--- src/rtl/a4092_pkg.sv ---
// Shared constants and state encodings for the A4092 Zorro III AutoConfig logic.
package a4092_pkg;

   localparam logic [6:0] CFG_BASE_REG   = 7'h11;
   localparam logic [6:0] CFG_SHUTUP_REG = 7'h13;

   localparam logic [7:0] CFG_TYPE  = 8'h90;
   localparam logic [7:0] CFG_FLAGS = 8'h30;
   localparam logic [7:0] CFG_SPACE = 8'hFF;

   typedef enum logic [1:0] {UNCONF, CONFIGURED, SHUTUP} cfg_state_t;
   typedef enum logic [1:0] {IDLE, DECODE, WAIT, ACK} cyc_state_t;

endpackage

--- src/rtl/autoconfig_rom.sv ---
// AutoConfig identity table: register index -> nibble, combinational.
// Index bit 6 (A8) picks the low nibble; every byte except type reads inverted.
module autoconfig_rom
   import a4092_pkg::*;
#(
   parameter logic [15:0] MANUF_ID   = 16'h0202,
   parameter logic [7:0]  PRODUCT_ID = 8'h54,
   parameter logic [31:0] SERIAL     = 32'h0000_0000,
   parameter logic [15:0] ROM_VEC    = 16'h0000
) (
   input  logic [6:0] reg_idx,
   output logic [3:0] nibble
);

   logic [7:0] raw_byte;
   logic [7:0] cfg_byte;

   always_comb begin
      raw_byte = 8'h00;
      case (reg_idx[5:0])
         6'h00: raw_byte = CFG_TYPE;
         6'h01: raw_byte = PRODUCT_ID;
         6'h02: raw_byte = CFG_FLAGS;
         6'h04: raw_byte = MANUF_ID[15:8];
         6'h05: raw_byte = MANUF_ID[7:0];
         6'h06: raw_byte = SERIAL[31:24];
         6'h07: raw_byte = SERIAL[23:16];
         6'h08: raw_byte = SERIAL[15:8];
         6'h09: raw_byte = SERIAL[7:0];
         6'h0A: raw_byte = ROM_VEC[15:8];
         6'h0B: raw_byte = ROM_VEC[7:0];
         default: raw_byte = 8'h00;
      endcase
   end

   assign cfg_byte = (reg_idx[5:0] == 6'h00) ? raw_byte : ~raw_byte;
   assign nibble   = reg_idx[6] ? cfg_byte[3:0] : cfg_byte[7:4];

endmodule

--- src/rtl/zorro3_autoconfig.sv ---
// Zorro III AutoConfig responder and slave-cycle qualifier for the A4092.
// Config ack 3 CLKs after FCS_n low, slave qualify after 2; everything held until FCS_n rises.
module zorro3_autoconfig
   import a4092_pkg::*;
#(
   parameter logic [15:0] MANUF_ID   = 16'h0202,
   parameter logic [7:0]  PRODUCT_ID = 8'h54,
   parameter logic [31:0] SERIAL     = 32'h0000_0000,
   parameter logic [15:0] ROM_VEC    = 16'h0000
) (
   input  logic         CLK,
   input  logic         RESET_n,
   input  logic [31:2]  ADDR,
   input  logic         FCS_n,
   input  logic         READ,
   input  logic         CFGIN_n,
   input  logic [31:16] DATA_IN,
   output logic [31:28] DATA_OUT,
   output logic         data_oe,
   output logic         cfg_dtack,
   output logic         CFGOUT_n,
   output logic         slave_cycle,
   output logic         configured,
   output logic         shutup,
   output logic [7:0]   base_addr
);

   cfg_state_t cfg_state;
   cyc_state_t cyc_state;
   logic [7:0] cap_hi;
   logic [6:0] cap_idx;
   logic       cap_read;
   logic [3:0] rom_nibble;
   logic       cfg_hit;
   logic       slave_hit;

   logic unused_bits;
   assign unused_bits = ^{ADDR[23:9], DATA_IN[23:16]};

   autoconfig_rom #(
      .MANUF_ID   (MANUF_ID),
      .PRODUCT_ID (PRODUCT_ID),
      .SERIAL     (SERIAL),
      .ROM_VEC    (ROM_VEC)
   ) u_rom (
      .reg_idx (cap_idx),
      .nibble  (rom_nibble)
   );

   assign configured = (cfg_state == CONFIGURED);
   assign shutup     = (cfg_state == SHUTUP);

   // CFGIN_n only matters here, as sampled in DECODE.
   assign cfg_hit   = (cap_hi == CFG_SPACE) && !CFGIN_n && (cfg_state == UNCONF);
   assign slave_hit = configured && (cap_hi == base_addr) && !cfg_hit;

   always_ff @(posedge CLK or negedge RESET_n) begin
      if (!RESET_n) begin
         cfg_state   <= UNCONF;
         cyc_state   <= IDLE;
         cap_hi      <= 8'h00;
         cap_idx     <= 7'h00;
         cap_read    <= 1'b0;
         base_addr   <= 8'h00;
         DATA_OUT    <= 4'hF;
         data_oe     <= 1'b0;
         cfg_dtack   <= 1'b0;
         slave_cycle <= 1'b0;
         CFGOUT_n    <= 1'b1;
      end else begin
         CFGOUT_n <= !(configured || shutup);
         case (cyc_state)
            IDLE: begin
               if (!FCS_n) begin
                  cap_hi    <= ADDR[31:24];
                  cap_idx   <= ADDR[8:2];
                  cap_read  <= READ;
                  cyc_state <= DECODE;
               end
            end
            DECODE: begin
               if (FCS_n) begin
                  cyc_state <= IDLE;
               end else if (cfg_hit) begin
                  DATA_OUT  <= rom_nibble;
                  cyc_state <= WAIT;
               end else if (slave_hit) begin
                  slave_cycle <= 1'b1;
                  cyc_state   <= ACK;
               end else begin
                  cyc_state <= ACK;
               end
            end
            WAIT: begin
               // An abandoned cycle must not commit a write.
               if (FCS_n) begin
                  cyc_state <= IDLE;
               end else begin
                  cfg_dtack <= 1'b1;
                  data_oe   <= cap_read;
                  cyc_state <= ACK;
                  if (!cap_read && cfg_state == UNCONF) begin
                     if (cap_idx == CFG_BASE_REG) begin
                        base_addr <= DATA_IN[31:24];
                        cfg_state <= CONFIGURED;
                     end else if (cap_idx == CFG_SHUTUP_REG) begin
                        cfg_state <= SHUTUP;
                     end
                  end
               end
            end
            ACK: begin
               if (FCS_n) begin
                  cfg_dtack   <= 1'b0;
                  data_oe     <= 1'b0;
                  slave_cycle <= 1'b0;
                  cyc_state   <= IDLE;
               end
            end
            default: cyc_state <= IDLE;
         endcase
      end
   end

endmodule

--- config.mk ---
export PLATFORM = sky130hd
export DESIGN_NAME = zorro3_autoconfig
export DESIGN_NICKNAME = d
export VERILOG_FILES = /design/src/rtl/a4092_pkg.sv /design/src/rtl/autoconfig_rom.sv /design/src/rtl/zorro3_autoconfig.sv
export SDC_FILE = /design/constraint.sdc
export NUM_CORES = 1
export LEC_CHECK = 0
export ABC_AREA = 1
export ABC_CLOCK_PERIOD_IN_PS = 1690
export BUFFER_PORTS_ARGS = -buffer_cell sky130_fd_sc_hd__buf_2
export CELL_PAD_IN_SITES_DETAIL_PLACEMENT = 0
export CELL_PAD_IN_SITES_GLOBAL_PLACEMENT = 1
export CORE_MARGIN = 2
export CORE_UTILIZATION = 34
export CTS_CLUSTER_DIAMETER = 120
export CTS_CLUSTER_SIZE = 20
export DETAILED_ROUTE_END_ITERATION = 6
export PLACE_DENSITY_LB_ADDON = 0.05
export REMOVE_ABC_BUFFERS = 1
export SKIP_LAST_GASP = 1
export SLEW_MARGIN = 20
export SYNTH_ARGS = -nofsm -noshare
export SYNTH_HDL_FRONTEND = slang
export SYNTH_SLANG_ARGS = --single-unit
--- constraint.sdc ---
create_clock -name CLK -period 1.69 [get_ports CLK]
set_clock_uncertainty 0.2 [all_clocks]
set_input_delay 0.338 -clock CLK [delete_from_list [all_inputs] [get_ports CLK]]
set_output_delay 0.338 -clock CLK [all_outputs]
set_load 0.02 [all_outputs]
==> results.yml, run 1 <==
run_status:
  outcome: "complete, no violations"
global_routing:
  grt_use_met3_pct: 4.028
  grt_overflow: 0
  grt_util_all_layers_pct: 15.69
  grt_util_met1_pct: 21.68
  antenna_found_initial: 0
  grt_max_degree: 37
  grt_use_met2_pct: 24.42
  grt-busiest-layer: "met2"
  grt_pass1_vias: 1576
  grt_pass1_wl_mm: 7.314
floorplanning:
  core_sq_um: 5107
  fp-row-count: 26
  die_w_microns: 76.54
  start_util_pct: 35.03
  die_h_microns: 76.54
  dieArea_sq_um: 5858
  pin_count: 69
setup_path:
  max_stage_delay_ns: 0.38
  reg2reg_to: "DATA_OUT[30]$_DFFE_PN1P_"
  path_cells: "buf_4, ha_1, buf_6"
  crit_end: "shutup"
  required_ns: 1.15
  crit_arrival_ns: 1.13
  end_kind: "output pin"
  cp-start-kind: "flip-flop"
  startpoint: "cfg_state[1]$_DFFE_PN0P_"
  r2r_cells: 6
  rrSetupSlack_ns: 0.11
  critPathSlowestCell: "dfrtp_1"
  regToRegStartpoint: "cfg_state[1]$_DFFE_PN0P_"
  path_class: "flip-flop to output pin"
  crit_fanout: 2
clock_network:
  cts_root_buf: "clkbuf_8"
  path_clk_slew_ns: 0.07
  numClockSinks: 36
  cts_tree: "done"
  insertion_delay_ns: 0.29
  clk_path_buf_depth: 2
  cts_max_level: 2
  numCtsBuffers: 5
timing:
  worst_pin_slew_ns: 0.2314
  setup_ws_ns: 0.02240
  rsz0062_at_grt: "true"
  finalMaxSlewViolations: 0
  fin_crit_ns: 1.668
  max_slew_margin_pct: 84.51
  final-hold-violation-count: 0
  max_freq_ghz: 0.5997
  period_share_pct: 98.67
  setup_viol: 0
pwr:
  p_sw_mw: 0.5470
  p_clk_share_pct: 34.1
  seqPwrFrac_pct: 51.1
  power_density_nw_per_um2: 863.1
  p_int_mw: 1.436
  switching_share_pct: 27.58
  vdd_drop_max_mv: 0.3595
  p_leak_nw: 1.248
  combPwrFrac_pct: 14.8
placed_design:
  port_buffers: 45
  dpl-instance-area_sq_um: 2140
  place.gp.congestion: 0.7104
  post-dp-hpwl_mm: 2.983
  pre_cts_slack_ns: 0.06292
layout:
  fin_nets: 334
  finalInstanceArea_sq_um: 2297
  nFillCells: 549
  drive_above_1_share_pct: 30.60
  layout_common_cells: "nor2_1 (53), nand2_1 (45), buf_2 (43)"
  diodes: 0
  final_common_cell: "nor2_1"
  syn2layout_area_growth_pct: 28.39
drt:
  wl_per_cell_microns: 11.68
  drcViolationCount: 0
  drt_iter0_drc: 58
  antenna_left: 0
  wirelength_mm: 4.098
  viasPerCell: 4.396
  firstDrtPassIters: 4
  vias: 1543
synthesis:
  ys_seq_elements: 36
  synth.distinct_cells: 24
  syn_area_sq_um: 1789
  synth_cells: 223
  avgSynthCellArea_sq_um: 8.023
  yosysWarnings: 0
  ys_seq_area_share_pct: 50.70
min_path:
  hold_start: "FCS_n"
  hold_depth: 2
  hold_path.class: "input pin to flip-flop"
job:
  max_cap_violations: 0
-- timing repair --
item | in CTS | in global routing
hold buffers | 1 | 0
pin swaps | 0 | 2
hold endpoints to repair | 31 | 0
gates resized for setup | 4 | 6
setup endpoints to repair | 1 | 13
buffers inserted | 1 | 0
-- worst min-delay path by stage --
stage / to / slack (ns)
after floorplan: base_addr[0]$_DFFE_PN0P_ / -0.16
after global placement: cap_hi[4]$_DFFE_PN0P_ / 0.12
after detailed placement: cap_hi[4]$_DFFE_PN0P_ / 0.12
after CTS: cyc_state[1]$_DFFE_PN0P_ / 0.04
after global routing: cyc_state[1]$_DFFE_PN0P_ / 0.05
final: cyc_state[1]$_DFFE_PN0P_ / 0.06
-- power by group through the flow --
stage / clock network (mW) / logic [mW] / registers, mW
final: 0.676 / 0.293 / 1.01
after global routing: 0.767 / 0.341 / 1.03
after CTS: 0.708 / 0.296 / 1.01
after global placement: 0 / 0.291 / 1.03
after floorplan: 0 / 0.173 / 1.03
after detailed placement: 0 / 0.292 / 1.03
-- logic make-up (layout without fill, tap and decap cells) --
group                      count (synthesis)  count (layout)  share of synthesized area (%)
muxes                                      5               5                          3.147
and+or+nand+nor                          122             122                          30.28
AOI/OAI and AO/OA                         22              22                          6.154
DFF                                       36              36                          50.70
buffers and inverters                     35              93                          7.622
adders and majority gates                  3               3                          2.098
-- metal layers --
| layer | share of wire, % | vias up |
|---|---|---|
| met2 | 43 | 33 |
| met5 | 0 | - |
| met1 | 52 | 703 |
| met4 | 1.2 | 0 |
| li1 | - | 802 |
| met3 | 4.0 | 5 |
-- registers in the layout (all words and copies together), names as in the netlist --
register     cells
base_addr        8
cap_hi           8
cap_idx          7
DATA_OUT         4
cfg_state        2
cyc_state        2
CFGOUT_n         1
cap_read         1
cfg_dtack        1
data_oe          1
slave_cycle      1
-- cell type report --
class                   count  area, sq um  area share [%]
repair buffers             52        305.3           13.29
flip-flops and latches     36        907.1           39.49
multi-input cells         152        773.2           33.66
clock buffers               8        100.1           4.357
inverters                  33        123.9           5.392
well taps                  70        87.58           3.813
-- cells in the mapped netlist, drive strengths merged --
master | instances | area (sq um)
mux2 | 5 | 56.30
buf | 2 | 12.51
nor3 | 2 | 10.01
nand3 | 7 | 52.55
o21ai | 9 | 45.04
nand2 | 48 | 187.7
nor2 | 58 | 246.5
inv | 33 | 123.9
ha | 3 | 37.54
dfstp | 5 | 131.4
nand4 | 4 | 25.02
dfrtp | 31 | 775.7
or2 | 1 | 6.260
a21oi | 13 | 65.06
and3 | 2 | 13.77
-- stage by stage --
step | TNS, ns | instances | util [%] | total power, mW | hold WS (ns)
3_5_place_dp | 0 | 341 | 41.89 | 1.322 | 0.1196
5_1_grt | -0.1193 | 351 | 44.98 | 2.135 | 0.04878
4_1_cts | 0 | 351 | 44.56 | 2.018 | 0.03506
3_3_place_gp | 0 | 341 | 41.89 | 1.319 | 0.1214
6_report | 0 | 351 | 44.98 | 1.983 | 0.05650
2_1_floorplan | 0 | 221 | - | 1.200 | -0.1576
-- critical path, delay by kind of cell, from the launching register on --
family                   cells  cell delay (ns)
flip-flops                   1             0.38
buffers and inverters        2             0.27
adder cells (fa/ha/maj)      1             0.20
Power figures use the tool's default switching activity.
==> run 2, diff against run 1 <==
- PLACE_DENSITY_LB_ADDON: 0.05 -> 0.1
==> results.yml, run 2 (synthesized netlist as in run 1, its figures left out) <==
global_routing:
  grt_pass1_wl_mm: 6.568
  grt_use_met2_pct: 20.35
  grt_overflow: 0
  grt_util_met1_pct: 20.54
  grt_util_all_layers_pct: 14.16
  grt_max_degree: 21
  grt_use_met3_pct: 4.028
  grt_pass1_vias: 1419
  grt-busiest-layer: "met1"
  antenna_found_initial: 0
clock_network:
  numClockSinks: 36
  insertion_delay_ns: 0.29
  cts_max_level: 2
  cts_tree: "done"
  numCtsBuffers: 5
  clk_path_buf_depth: 2
  cts_root_buf: "clkbuf_8"
  path_clk_slew_ns: 0.07
timing:
  rsz0062_at_grt: "true"
  worst_pin_slew_ns: 0.4153
  final-hold-violation-count: 0
  hold_slack_ns: 0.05785
  setup_viol: 0
  finalMaxSlewViolations: 0
  setup_ws_ns: 0.05494
  period_share_pct: 96.75
  max_freq_ghz: 0.6116
  max_slew_margin_pct: 72.31
  fin_tns_setup_ns: 0
  fin_crit_ns: 1.635
min_path:
  hold_start: "FCS_n"
  hold_path.class: "input pin to flip-flop"
floorplanning:
  dieArea_sq_um: 5858
  pin_count: 69
  start_util_pct: 35.03
  fp-row-count: 26
  die_w_microns: 76.54
  core_sq_um: 5107
  die_h_microns: 76.54
setup_path:
  cp-start-kind: "flip-flop"
  path_class: "flip-flop to output pin"
  startpoint: "cfg_state[0]$_DFFE_PN0P_"
  crit_arrival_ns: 1.10
  end_kind: "output pin"
  rrSetupSlack_ns: 0.11
  required_ns: 1.15
  crit_fanout: 3
  regToRegStartpoint: "cfg_state[1]$_DFFE_PN0P_"
layout:
  layout_common_cells: "nor2_1 (52), nand2_1 (45), buf_2 (43)"
  syn2layout_area_growth_pct: 25.73
  final_cells: 349
  finalInstanceArea_sq_um: 2250
  drive_above_1_share_pct: 30.47
  fin_nets: 332
  finish.utilization_pct: 44.05
  diodes: 0
  final_common_cell: "nor2_1"
  reg_top3: "base_addr: 8 flops, cap_hi: 8 flops, cap_idx: 7 flops"
drt:
  viasPerCell: 4.272
  drt_iter0_drc: 97
  drcViolationCount: 0
  antenna_left: 0
  wl_per_cell_microns: 11.02
  firstDrtPassIters: 4
  wirelength_mm: 3.846
  vias: 1491
pwr:
  totalPowerFinal_mw: 1.925
  p_leak_nw: 1.234
  vdd_drop_max_mv: 0.4640
  power_density_nw_per_um2: 855.6
placed_design:
  port_buffers: 45
  dp_cells: 339
  pre_cts_slack_ns: 0.06414
  place.gp.congestion: 0.7520
  dpl-instance-area_sq_um: 2125
  post-dp-hpwl_mm: 3.031
run_status:
  outcome: "complete, no violations"
job:
  max_cap_violations: 0
[run 2: cell count changes in the layout (fill, tap and decap cells not counted), sizes merged]
cell,before,now
clkbuf,8,6
clkinv,0,2
buf,51,49
[run 2: what timing repair did]
action	CTS	global route
setup endpoints to repair	0	6
hold buffers	1	0
resized for setup	0	6
endpoints found under the hold margin	11	0
setup buffers	0	1
[run 2: path summary, 6_finish.rpt]
| check | cells past startpoint | to |
|---|---|---|
| hold reg to reg | 2 | cfg_dtack$_DFFE_PN0P_ |
| min in group asynchronous | 2 | cap_idx[0]$_DFFE_PN0P_ |
| hold / removal | 2 | cyc_state[1]$_DFFE_PN0P_ |
| setup / recovery | 3 | shutup |
| max in group asynchronous | 3 | cap_hi[7]$_DFFE_PN0P_ |
| setup reg to reg | 9 | DATA_OUT[31]$_DFFE_PN1P_ |
[run 2: final cells by class]
| type | instances | area [sq um] |
|---|---|---|
| timing repair buffer | 50 | 282.8 |
| clock buffer | 6 | 82.58 |
| tap | 70 | 87.58 |
| clock inverter | 2 | 10.01 |
| sequential | 36 | 907.1 |
| inverter | 33 | 123.9 |
| fill | 543 | 2858 |
| multi-input combinational | 152 | 755.7 |
[run 2: critical path, cell delays in order (launching register included)]
cell and delay (ns):
dfrtp_1 0.39, inv_2 0.05, ha_1 0.20, buf_4 0.16
[run 2: power by group]
part           internal, mW  total (mW)  switching (mW)
Clock                 0.325       0.624           0.299
Sequential            0.942        1.01          0.0717
Combinational         0.121       0.287           0.166
[run 2: routing by layer]
metal	part of all wire (%)	routed length, microns
met3	4.6	176
met2	42	1629
met1	52	1992
met5	0	0
met4	1.2	47
==> run 3, diff against run 2 <==
- HOLD_SLACK_MARGIN: default -> 0.08
- RECOVER_POWER: default -> 100
==> results.yml, run 3 (synthesized netlist as in run 1, its figures left out) <==
setup_path:
  cp-start-kind: "flip-flop"
  path_class: "flip-flop to output pin"
  end_kind: "output pin"
  crit_arrival_ns: 1.09
  required_ns: 1.15
  max_stage_delay_ns: 0.39
  crit_fanout: 3
  path_cells: "inv_2, ha_1, buf_4"
  r2r_cells: 9
  critPathSlowestCell: "dfrtp_1"
  rrSetupSlack_ns: 0.12
timing:
  worst_pin_slew_ns: 0.4455
  rsz0062_at_grt: "true"
  max_freq_ghz: 0.6124
  fin_crit_ns: 1.633
  period_share_pct: 96.62
  finalMaxSlewViolations: 0
  setup_viol: 0
  max_slew_margin_pct: 70.30
  final-hold-violation-count: 0
drt:
  vias: 1535
  viasPerCell: 4.252
  wl_per_cell_microns: 10.94
  antenna_left: 0
  drt_iter0_drc: 102
  firstDrtPassIters: 4
  drcViolationCount: 0
  wirelength_mm: 3.950
floorplanning:
  pin_count: 69
  die_w_microns: 76.54
  die_h_microns: 76.54
  core_sq_um: 5107
  dieArea_sq_um: 5858
  start_util_pct: 35.03
  fp-row-count: 26
pwr:
  switching_share_pct: 27.81
  p_leak_nw: 1.186
  p_clk_share_pct: 32.2
  combPwrFrac_pct: 15.4
  vdd_drop_max_mv: 0.4722
  p_sw_mw: 0.5384
  p_int_mw: 1.398
  power_density_nw_per_um2: 835.2
  seqPwrFrac_pct: 52.4
global_routing:
  grt_max_degree: 21
  grt_pass1_vias: 1436
  grt_util_all_layers_pct: 14.34
  grt_overflow: 0
  antenna_found_initial: 0
  grt_pass1_wl_mm: 6.658
layout:
  reg_top3: "base_addr: 8 flops, cap_hi: 8 flops, cap_idx: 7 flops"
  layout_common_cells: "nor2_1 (53), nand2_1 (45), dfrtp_1 (31)"
  final_common_cell: "nor2_1"
  fin_nets: 344
  nFillCells: 543
  drive_above_1_share_pct: 23.37
  diodes: 0
  finalInstanceArea_sq_um: 2318
  syn2layout_area_growth_pct: 29.58
  finish.utilization_pct: 45.39
min_path:
  hold_path.class: "input pin to flip-flop"
  hold_depth: 3
clock_network:
  cts_max_level: 2
  insertion_delay_ns: 0.29
  cts_tree: "done"
  cts_root_buf: "clkbuf_8"
  numClockSinks: 36
  clk_path_buf_depth: 2
  path_clk_slew_ns: 0.07
  numCtsBuffers: 5
placed_design:
  port_buffers: 45
  place.gp.congestion: 0.7520
  post-dp-hpwl_mm: 3.031
  dpl-instance-area_sq_um: 2125
job:
  max_cap_violations: 0
run_status:
  outcome: "complete, no violations"
[run 3: changes by cell type in the layout (fill, tap and decap cells not counted), sizes merged]
| cell | previous run | this run |
|---|---|---|
| clkbuf | 6 | 24 |
| dlygate4sd3 | 1 | 13 |
| buf | 49 | 31 |
[run 3: worst paths after layout]
kind | start | to
worst max-delay path | cfg_state[0]$_DFFE_PN0P_ | shutup
worst min-delay path | ADDR[5] | cap_idx[3]$_DFFE_PN0P_
worst max register to register | cfg_state[1]$_DFFE_PN0P_ | DATA_OUT[31]$_DFFE_PN1P_
worst min register to register | cfg_dtack$_DFFE_PN0P_ | cfg_dtack$_DFFE_PN0P_
max in group asynchronous | RESET_n | cap_hi[7]$_DFFE_PN0P_
min in group asynchronous | RESET_n | cap_idx[0]$_DFFE_PN0P_
[run 3: final cells by class]
type                    instances  area, sq um  area share [%]
flip-flops and latches         36        907.1           39.13
clock inverters                 2        10.01          0.4317
multi-input cells             152        744.5           32.11
repair buffers                 62        362.8           15.65
well taps                      70        87.58           3.778
inverters                      33        123.9           5.343
clock buffers                   6        82.58           3.562
[run 3: layer usage]
layer,wire (microns),GRT usage (%),vias to the layer above
li1,-,-,820
met4,47,4.364,0
met2,1681,20.71,34
met3,166,3.910,5
met5,0,0,-
met1,2054,20.84,676
[run 3: per-stage QoR]
step	power [mW]	cells	setup TNS, ns	hold slack [ns]	setup slack [ns]
4_1_cts	1.984	359	0	0.08249	0.01577
2_1_floorplan	1.200	221	0	-0.1576	0.2337
5_1_grt	2.066	361	-0.1361	0.08851	-0.01053
6_report	1.936	361	0	0.09504	0.05719
3_5_place_dp	1.319	339	0	0.09755	0.06414
3_3_place_gp	1.317	339	0	0.09933	0.06513
[run 3: worst max-delay path, delay by kind of cell, from the launching register on]
family	cells	cell delay (ns)
flops	1	0.39
fa+ha+maj	1	0.20
buf+inv	2	0.21
[run 3: what timing repair did]
item                       4_1_cts  5_1_grt
hold buffers                    12        1
buffers inserted                 0        1
hold endpoints to repair        22        1
setup endpoints to repair        0        6
resized for setup                0        6
[run 3: power groups by stage]
stage                     registers (mW)  clock network, mW  logic, mW
after floorplan                     1.03                  0      0.173
after global placement              1.03                  0      0.290
after detailed placement            1.03                  0      0.291
after CTS                           1.01              0.658      0.313
after global routing                1.02              0.700      0.344
final                               1.01              0.623      0.299
